## src/rtl/alu_mc_if.sv

```systemverilog
// alu_mc_if: request/response handshake bundle between register-read, ALU and writeback
// Ports (signals):
//   in_valid/in_ready         request handshake (master -> ALU / ALU -> master)
//   op_i, rs_i, rt_i          opcode, operand A, operand B
//   out_valid/out_ready       result handshake (ALU -> consumer / consumer -> ALU)
//   result_o, zero_o, carry_o, ovf_o, neg_o, err_o   result and flags
interface alu_mc_if #(parameter int WIDTH = 32);
  logic             in_valid;
  logic             in_ready;
  logic [2:0]       op_i;
  logic [WIDTH-1:0] rs_i;
  logic [WIDTH-1:0] rt_i;
  logic             out_valid;
  logic             out_ready;
  logic [WIDTH-1:0] result_o;
  logic             zero_o;
  logic             carry_o;
  logic             ovf_o;
  logic             neg_o;
  logic             err_o;
  modport master (
    output in_valid, op_i, rs_i, rt_i, out_ready,
    input  in_ready, out_valid, result_o, zero_o, carry_o, ovf_o, neg_o, err_o
  );
  modport slave (
    input  in_valid, op_i, rs_i, rt_i, out_ready,
    output in_ready, out_valid, result_o, zero_o, carry_o, ovf_o, neg_o, err_o
  );
endinterface

```

## src/rtl/alu_mc.sv

```systemverilog
// alu_mc: multi-cycle ALU with valid/ready handshakes and an iterative shift-add multiplier
// Ports:
//   clk    rising-edge clock
//   reset  asynchronous active-high reset
//   bus    alu_mc_if.slave: request (in_valid/in_ready/op_i/rs_i/rt_i) and
//          registered response (out_valid/out_ready/result_o and flags)
module alu_mc #(
  parameter int WIDTH  = 32,
  parameter bit MUL_EN = 1'b1
) (
  input logic   clk,
  input logic   reset,
  alu_mc_if.slave bus
);
  localparam int SH = $clog2(WIDTH);
  localparam int M  = WIDTH - 1;
  typedef enum logic {IDLE, MUL} state_t;
  state_t             r_state;
  logic [SH-1:0]      r_cnt;
  logic [WIDTH-1:0]   r_mcand;
  logic [2*WIDTH-1:0] r_acc;
  logic               r_valid, r_zero, r_carry, r_ovf, r_neg, r_err;
  logic [WIDTH-1:0]   r_res;
  logic               w_accept, w_is_mul, w_mul_done;
  logic [WIDTH:0]     w_add, w_sub, w_step;
  logic [2*WIDTH-1:0] w_prod;
  logic [WIDTH-1:0]   w_res;
  logic               w_carry, w_ovf, w_err;
  assign bus.in_ready  = (r_state == IDLE) && (!r_valid || bus.out_ready) && !reset;
  assign bus.out_valid = r_valid;
  assign bus.result_o  = r_res;
  assign bus.zero_o    = r_zero;
  assign bus.carry_o   = r_carry;
  assign bus.ovf_o     = r_ovf;
  assign bus.neg_o     = r_neg;
  assign bus.err_o     = r_err;
  assign w_accept   = bus.in_valid && bus.in_ready;
  assign w_is_mul   = (bus.op_i == 3'd7) && MUL_EN;
  assign w_mul_done = (r_state == MUL) && (r_cnt == SH'(WIDTH - 1));
  assign w_add      = {1'b0, bus.rs_i} + {1'b0, bus.rt_i};
  // bit WIDTH of the extended difference is the unsigned borrow
  assign w_sub      = {1'b0, bus.rs_i} - {1'b0, bus.rt_i};
  // accumulator low half starts as the multiplier; each step adds the
  // multiplicand into the high half on its LSB and shifts right with carry
  assign w_step     = {1'b0, r_acc[2*WIDTH-1:WIDTH]} + (r_acc[0] ? {1'b0, r_mcand} : '0);
  assign w_prod     = {w_step, r_acc[WIDTH-1:1]};
  always_comb begin
    w_res   = '0;
    w_carry = 1'b0;
    w_ovf   = 1'b0;
    w_err   = 1'b0;
    case (bus.op_i)
      3'd0: w_res = bus.rs_i | bus.rt_i;
      3'd1: w_res = bus.rs_i & bus.rt_i;
      3'd2: begin
        w_res   = w_add[M:0];
        w_carry = w_add[WIDTH];
        w_ovf   = (bus.rs_i[M] == bus.rt_i[M]) && (w_add[M] != bus.rs_i[M]);
      end
      3'd3: begin
        w_res   = w_sub[M:0];
        w_carry = w_sub[WIDTH];
        w_ovf   = (bus.rs_i[M] != bus.rt_i[M]) && (w_sub[M] != bus.rs_i[M]);
      end
      3'd4: w_res = bus.rs_i ^ bus.rt_i;
      3'd5: w_res = bus.rs_i << bus.rt_i[SH-1:0];
      3'd6: w_res = bus.rs_i >> bus.rt_i[SH-1:0];
      // only reached by MUL when the multiplier is not built in
      default: w_err = 1'b1;
    endcase
  end
  always_ff @(posedge clk or posedge reset) begin
    if (reset) begin
      r_state <= IDLE;
      r_cnt   <= '0;
      r_mcand <= '0;
      r_acc   <= '0;
      r_valid <= 1'b0;
      r_res   <= '0;
      r_zero  <= 1'b0;
      r_carry <= 1'b0;
      r_ovf   <= 1'b0;
      r_neg   <= 1'b0;
      r_err   <= 1'b0;
    end else begin
      if (w_accept && w_is_mul) begin
        r_state <= MUL;
        r_cnt   <= '0;
        r_mcand <= bus.rs_i;
        r_acc   <= {{WIDTH{1'b0}}, bus.rt_i};
      end else if (r_state == MUL) begin
        r_acc   <= w_prod;
        r_cnt   <= r_cnt + 1'b1;
        r_state <= w_mul_done ? IDLE : MUL;
      end
      if (w_mul_done) begin
        r_valid <= 1'b1;
        r_res   <= w_prod[M:0];
        r_zero  <= ~|w_prod[M:0];
        r_carry <= 1'b0;
        r_ovf   <= |w_prod[2*WIDTH-1:WIDTH];
        r_neg   <= w_prod[M];
        r_err   <= 1'b0;
      end else if (w_accept && !w_is_mul) begin
        r_valid <= 1'b1;
        r_res   <= w_res;
        r_zero  <= ~|w_res;
        r_carry <= w_carry;
        r_ovf   <= w_ovf;
        r_neg   <= w_res[M];
        r_err   <= w_err;
      end else if (r_valid && bus.out_ready) begin
        r_valid <= 1'b0;
      end
    end
  end
endmodule
```

## src/flat_wrapper.sv

```systemverilog
// flat-port wrapper written by rule: the top's interface ports become plain ports
module alu_mc_flat 
#(
  parameter int WIDTH  = 32,
  parameter bit MUL_EN = 1'b1
)
  (clk, reset, bus_in_valid, bus_op_i, bus_rs_i, bus_rt_i, bus_out_ready, bus_in_ready, bus_out_valid, bus_result_o, bus_zero_o, bus_carry_o, bus_ovf_o, bus_neg_o, bus_err_o);
  alu_mc_if #(.WIDTH(WIDTH)) bus_i ();
  input logic clk;
  input logic reset;
  input wire logic [$bits(bus_i.in_valid)-1:0] bus_in_valid;
  input wire logic [$bits(bus_i.op_i)-1:0] bus_op_i;
  input wire logic [$bits(bus_i.rs_i)-1:0] bus_rs_i;
  input wire logic [$bits(bus_i.rt_i)-1:0] bus_rt_i;
  input wire logic [$bits(bus_i.out_ready)-1:0] bus_out_ready;
  output wire logic [$bits(bus_i.in_ready)-1:0] bus_in_ready;
  output wire logic [$bits(bus_i.out_valid)-1:0] bus_out_valid;
  output wire logic [$bits(bus_i.result_o)-1:0] bus_result_o;
  output wire logic [$bits(bus_i.zero_o)-1:0] bus_zero_o;
  output wire logic [$bits(bus_i.carry_o)-1:0] bus_carry_o;
  output wire logic [$bits(bus_i.ovf_o)-1:0] bus_ovf_o;
  output wire logic [$bits(bus_i.neg_o)-1:0] bus_neg_o;
  output wire logic [$bits(bus_i.err_o)-1:0] bus_err_o;
  assign bus_i.in_valid = bus_in_valid;
  assign bus_i.op_i = bus_op_i;
  assign bus_i.rs_i = bus_rs_i;
  assign bus_i.rt_i = bus_rt_i;
  assign bus_i.out_ready = bus_out_ready;
  assign bus_in_ready = bus_i.in_ready;
  assign bus_out_valid = bus_i.out_valid;
  assign bus_result_o = bus_i.result_o;
  assign bus_zero_o = bus_i.zero_o;
  assign bus_carry_o = bus_i.carry_o;
  assign bus_ovf_o = bus_i.ovf_o;
  assign bus_neg_o = bus_i.neg_o;
  assign bus_err_o = bus_i.err_o;
  alu_mc #(.WIDTH(WIDTH), .MUL_EN(MUL_EN)) u_core (.clk(clk), .reset(reset), .bus(bus_i));
endmodule
```

## config.mk

```make
export PLATFORM = sky130hd
export DESIGN_NAME = alu_mc_flat
export DESIGN_NICKNAME = d
export VERILOG_FILES = /design/src/rtl/alu_mc_if.sv /design/src/rtl/alu_mc.sv /design/src/flat_wrapper.sv
export SDC_FILE = /design/constraint.sdc
export NUM_CORES = 1
export LEC_CHECK = 0
export BUFFER_PORTS_ARGS = -buffer_cell sky130_fd_sc_hd__buf_2
export CORE_MARGIN = 2
export CORE_UTILIZATION = 55
export CTS_CLUSTER_DIAMETER = 120
export DETAILED_ROUTE_END_ITERATION = 12
export GPL_TIMING_DRIVEN = 1
export PLACE_DENSITY = 0.74
export SETUP_SLACK_MARGIN = 0.1
export SYNTH_ARGS = -nofsm -noshare
export SYNTH_HDL_FRONTEND = slang
export SYNTH_SLANG_ARGS = --single-unit
```

## constraint.sdc

```tcl
create_clock -name clk -period 9.36 [get_ports clk]
set_input_delay 0.936 -clock clk [delete_from_list [all_inputs] [get_ports clk]]
set_output_delay 0.936 -clock clk [all_outputs]
set_load 0.01 [all_outputs]
```

Word level (Yosys, flattened, before mapping)
Cells that the tools add are included. Widths: inputs -> output; s select.

Register bits: 140. Latch bits: 0. Memory bits (writable): 0. Memory bits (read-only): 0. Bits of input ports: 71. Output and inout port bits: 39. Logic and storage cells: 83. Memories: 0.

Add/sub/neg operators: 4. Multiply operators: 0. Divide/modulo/power cells: 0. Magnitude comparators: 0. Eq/ne operators: 12. Shift-type cells: 2. Multiplexer cells: 27. Bitwise logic cells: 4. Reductions and logical operators: 23.

Operator list (count): $pmux 32 s7 (1); $mux 64 (2); $mux 32 (3); $reduce_or 32->1 (3); $add 32x32->33 (1); $add 32x33->33 (1); $sub 32x32->33 (1); $and 32x32->32 (1); $or 32x32->32 (1); $shl 32x5->32 (1); $shr 32x5->32 (1); $xor 32x32->32 (1); $mux 1 (17); $eq 3x3->1 const B (4); $mux 5 (2); $logic_and 1x1->1 (9); $reduce_or 7->1 (1); $eq 3x2->1 const B (2); $add 5x1->5 const B (1); $eq 5x5->1 const B (1); $logic_not 1->1 (5); $pmux 1 s2 (2); $reduce_bool 2->1 (2); $eq 3x1->1 const B (1); 6 further kinds (8).

Longest topological paths before layout
Depth in word-level cells: 8. Depth in mapped cells: 18. Depth with buffers taken out: 16.

Least setup slack after synthesis
OpenSTA, ideal clock, no wires.

Path kind: input port to flip-flop. Start: input port bus_rt_i[2]. End: register u_core.r_zero, in the netlist u_core.bus.zero_o. Setup time: 0.095 ns. Arrival: 5.228 ns. Required time: 9.265 ns. Slack: 4.036 ns. Cell stages on the path: 18. Buffers on the path: 4. Path through: buf_2 -> buf_2 -> clkinv_1 -> clkbuf_1 -> ha_1 -> clkbuf_1 -> nor2b_1 -> a211o_1 -> a2111oi_2 -> nand2b_1 -> o21a_1 -> a21oi_1 -> or4_1 -> nor4_1 -> nand4_1 -> or4_1 -> or3_1 -> o31ai_1.

Word-level cells in the longest chain between the ends: 6. Elaborated cells between the ends (all ways): 12. Classes of those cells: add/sub (2); shift (2); mux (3); bitwise (3); reduce/logical (2).

Ends and longest elaborated chain: start: declaration (RTL line flat_wrapper.sv:14) `input wire logic [$bits(bus_i.rt_i)-1:0] bus_rt_i;`; $sub 32x32->33 (tied with other cells) (RTL line alu_mc.sv:42) `assign w_sub = {1'b0, bus.rs_i} - {1'b0, bus.rt_i};`; $pmux 32 s7 (*) (RTL line alu_mc.sv:52) `case (bus.op_i)`; $reduce_or 32->1 (*) (RTL line alu_mc.sv:107) `r_zero <= ~|w_res;`; $logic_not 1->1 (*) (RTL line alu_mc.sv:107); $mux 1 (*) (RTL line alu_mc.sv:104) `end else if (w_accept && !w_is_mul) begin`; $mux 1 (*) (RTL line alu_mc.sv:96) `if (w_mul_done) begin`; end signal: assignment (RTL line alu_mc.sv:99) `r_zero <= ~|w_prod[M:0];`; end signal: assignment (RTL line alu_mc.sv:107); end: declaration (RTL line alu_mc.sv:22) `logic r_valid, r_zero, r_carry, r_ovf, r_neg, r_err;`.

Mark *: on every way between the ends. The rest lies on a longest branch, timed or not. The select of a mux whose other input is x is not followed. A chain may end at the register's enable or synchronous reset.

Final worst setup path
Start: input port bus_rt_i[1]. End: register u_core.r_zero, in the netlist u_core.bus.zero_o.

Same word-level chain as after synthesis.

==> reports/metrics.yaml <==
grt:
  grt_usage_pct: 44.02
  number_of_global_route_vias_before_repair: 17080
  globalRouteOverflowTotal: 0
  grt_start_max_net_pins: 87
  grt_pass1_wl_um: 104900
  antenna_violations_before_repair: 5
timing:
  slew_headroom_pct: 19.56
  tightest_slew_ps: 1204
  final.setup.worst_slack_ps: 3185
  finalHoldViolCount: 0
  timing.final.setup_violations: 0
  finalMaxSlewViolations: 0
  min_period_over_period_pct: 65.97
  setup_total_negative_slack_ps: 0
  period_minus_slack_ps: 6175
  clock_skew_ps: 13.71
  rsz_0062_raised_after_global_routing: "false"
  peak_freq_mhz: 162.0
worst_setup_path:
  critPathBufInv: 3
  worst_path_dominant_cell_family: "compound AO/OA/AOI/OAI gates"
  critical_path.max_fanout: 74
  worstReg2RegEnd: "u_core.bus.ovf_o$_DFFE_PP0P_"
  critPathArrivalTime_ps: 6520
  critPathKind: "in -> reg"
  end_kind: "flop"
  ff2ff_path_depth: 17
  cp_data_required_time_ps: 9700
  rr_startpoint: "u_core.r_acc[0]$_DFFE_PP0P_"
  cell_by_cell_listing_of_the_critical_path: "buf_2 -> buf_4 -> inv_2 -> ha_1 -> or2_1 -> a211o_1 -> a2111oi_2 -> nand4_1 -> nand2_1 -> o221ai_1 -> a2111o_1 -> a2111oi_0 -> nand4_1 -> or4_1 -> or3_1 -> o31ai_1"
  crit_path_start_kind: "input pin"
  cpPeakStageDelay_ps: 690
  critical_path.most_common_cell: "nand4_1"
  crit_slowest_cell: "buf_4"
  timing.reg2reg.setup_slack_ps: 3910
route:
  drt_pre_antenna_iters: 7
  drt-wirelength-per-cell_um: 27.31
  routed-via-count: 18460
  dr.first_iter.drc_count: 2530
  avgViaCountPerCell: 7.171
  totalWireLength_um: 70300
  ant_nets: 0
  post_route_drc: 0
placement:
  place_congestion: 1.075
  buffer_ports.inserted: 109
  dp_hpwl_um: 53240
  preCtsSetupSlack_ps: 2861
yosys:
  seq_area_frac_synth_pct: 20.90
  yosysUniqueCellTypes: 92
  synth_edf_count: 0
  async_reset_ff_share_pct: 100.0
  synthesis.area_um2: 16640
  synth_seq_cells: 139
  ys.warnings.count: 0
  synthesis.instances: 2169
  post_synthesis_net_count: 2380
  yosys_most_used_dff: "dfrtp_1"
  syn-mean-instance-area_um2: 7.674
flow_run:
  maxCapViolCount: 0
pwr:
  vdd.ir_drop.worst_mv: 0.1544
  power_report.internal_total_mw: 1.816
  cellPowerDensity_nw_per_um2: 184.5
  total_switching_power_mw: 1.490
  power.share.sequential_pct: 31.0
  power.share.combinational_pct: 47.7
  netSwitchingFraction_pct: 45.07
  clock_share_of_power_pct: 21.3
  p_leak_nw: 8.160
cts:
  cts_resized: 0
  post-cts-setup-buffer-count: 0
  clock-sinks: 139
  cts_hold_buffers: 0
  cts-buffers-inserted: 17
  clk_transition_reported_paths_ps: 70
  tritoncts: "done"
  worstSkewPairLatency_ps: 430
  deepest_clock_path_buffer_count: 2
  number_of_h_tree_levels: 4
  clock-root-buffer: "clkbuf_16"
finish:
  final_layout_size_suffix_gt1_share_pct: 11.86
  utilization_pct: 60.30
  syn2layout_area_growth_pct: 7.660
  mostFrequentLayoutCell: "nand2_1"
  final_nets: 2382
  layout_common_cells: "302 x nand2_1, 184 x o21ai_0, 138 x dfrtp_1"
die:
  io_pins: 110
  placement_rows: 63
  floorplan.die.width_um: 178.0
  die_area_um2: 31670
  placeable_core_area_um2: 29720
  start_util_pct: 56.01
  fp.dieH_um: 178.0
hold_path:
  hold_depth: 2
  worstHoldStart: "u_core.r_mcand[12]$_DFFE_PP0P_"
  holdCritPathClass: "reg -> reg"
  min_delay_worst_endpoint: "u_core.r_mcand[12]$_DFFE_PP0P_"
outcome:
  status: "finished clean"
state kept, by name (all words and copies together), names as in the netlist:
name and flops:
u_core.r_state 1, u_core.bus.neg_o 1, u_core.bus.ovf_o 1, u_core.bus.carry_o 1
u_core.bus.err_o 1, u_core.r_cnt 5, u_core.r_acc 64, u_core.bus.zero_o 1
u_core.bus.out_valid 1, u_core.bus.result_o 31, u_core.r_mcand 32
through the flow:
step | cells | instance area [µm²] | total power, mW | hold slack (ps)
CTS | 2573 | 17920 | 3.253 | 474.7
global placement | 2542 | 17310 | 2.510 | 452.7
finish | 2574 | 17920 | 3.307 | 470.7
global route | 2574 | 17920 | 3.473 | 500.2
floorplan | 2169 | 16640 | 1.994 | 441.8
detailed placement | 2542 | 17310 | 2.544 | 462.0
worst min-delay path, stage by stage (launching register included):
cell	delay, ps
dfrtp_1	330
nand2_1	50
o21ai_0	60
power groups by stage:
stage	clock, mW	sequential (mW)	combinational [mW]
6_report	0.705	1.03	1.58
5_1_grt	0.733	1.04	1.70
4_1_cts	0.707	1.01	1.53
3_5_place_dp	0	1.02	1.52
3_3_place_gp	0	1.02	1.49
2_1_floorplan	0	0.986	1.01
area by class of cell:
cell class / count / area [µm²]
Fill cell: 2726 / 11800
Timing Repair Buffer: 135 / 743.2
Clock buffer: 18 / 439.2
Multi-Input combinational cell: 1764 / 12170
Clock inverter: 13 / 167.7
Tap cell: 390 / 488.0
Antenna cell: 1 / 2.502
Inverter: 114 / 432.9
Sequential cell: 139 / 3480
worst max-delay path by stage:
stage	to	slack (ps)	cells after the start	start
after floorplan	u_core.bus.zero_o$_DFFE_PP0P_	4040	18	bus_rt_i[2]
after global placement	u_core.bus.zero_o$_DFFE_PP0P_	2960	16	bus_rt_i[1]
after detailed placement	u_core.bus.zero_o$_DFFE_PP0P_	2860	16	bus_rt_i[1]
after CTS	u_core.bus.zero_o$_DFFE_PP0P_	3270	16	bus_rt_i[1]
after global routing	u_core.bus.zero_o$_DFFE_PP0P_	2800	16	bus_rt_i[1]
final	u_core.bus.zero_o$_DFFE_PP0P_	3190	16	bus_rt_i[1]
per-layer routing:
layer	up-vias	global-route usage, %	wire (µm)
li1	8069	-	-
met1	8838	59.47	28000
met2	1310	67.07	30310
met3	241	9.490	8100
met4	0	20.36	3889
met5	-	0	0
cell usage after synthesis, drive strengths merged, types with 7 or more instances:
| cell type | number | area [µm²] |
|---|---|---|
| nand2b | 22 | 137.6 |
| dfrtp | 139 | 3478 |
| a211o | 10 | 87.58 |
| a21o | 35 | 262.8 |
| nor2b | 20 | 125.1 |
| nor2 | 129 | 486.7 |
| nor3 | 36 | 180.2 |
| a221oi | 14 | 128.9 |
| o221ai | 13 | 113.9 |
| o22ai | 47 | 294.0 |
| o21a | 20 | 150.1 |
| xor2 | 14 | 122.6 |
| nand3 | 44 | 220.2 |
| nand2 | 302 | 1134 |
| and3 | 18 | 112.6 |
| mux4 | 33 | 747.0 |
| mux2 | 21 | 236.5 |
| ha | 137 | 1714 |
| or2 | 12 | 75.07 |
| inv | 113 | 424.2 |
| a2111oi | 15 | 162.7 |
| a31o | 8 | 70.07 |
| mux2i | 60 | 613.1 |
| or4 | 9 | 71.32 |
| a32oi | 7 | 61.31 |
| buf | 35 | 177.7 |
| o31ai | 11 | 82.58 |
| a221o | 15 | 150.1 |
| a31oi | 20 | 125.1 |
| clkbuf | 117 | 439.2 |
| o21bai | 9 | 67.56 |
| a21oi | 137 | 685.7 |
| xnor2 | 21 | 183.9 |
| and2 | 49 | 306.6 |
| a22oi | 85 | 638.1 |
| o21ai | 190 | 950.9 |
| o211ai | 24 | 180.2 |
| nand4 | 16 | 100.1 |
| nor4 | 31 | 200.2 |
| a211oi | 28 | 210.2 |
| or3 | 10 | 62.56 |
logic make-up (layout without fill, tap and decap cells):
kind of cell / Yosys count / after routing / share of synthesized area [%]
AO/OA/AOI/OAI: 752 / 752 / 30.13
AND/OR/NAND/NOR: 723 / 723 / 20.60
buffers and inverters: 266 / 280 / 6.277
adder cells (fa/ha/maj): 140 / 140 / 10.66
flip-flops: 139 / 139 / 20.90
multiplexers: 114 / 114 / 9.592
XOR/XNOR: 35 / 35 / 1.842
other: 0 / 1 / 0
Power figures use the tool's default switching activity.
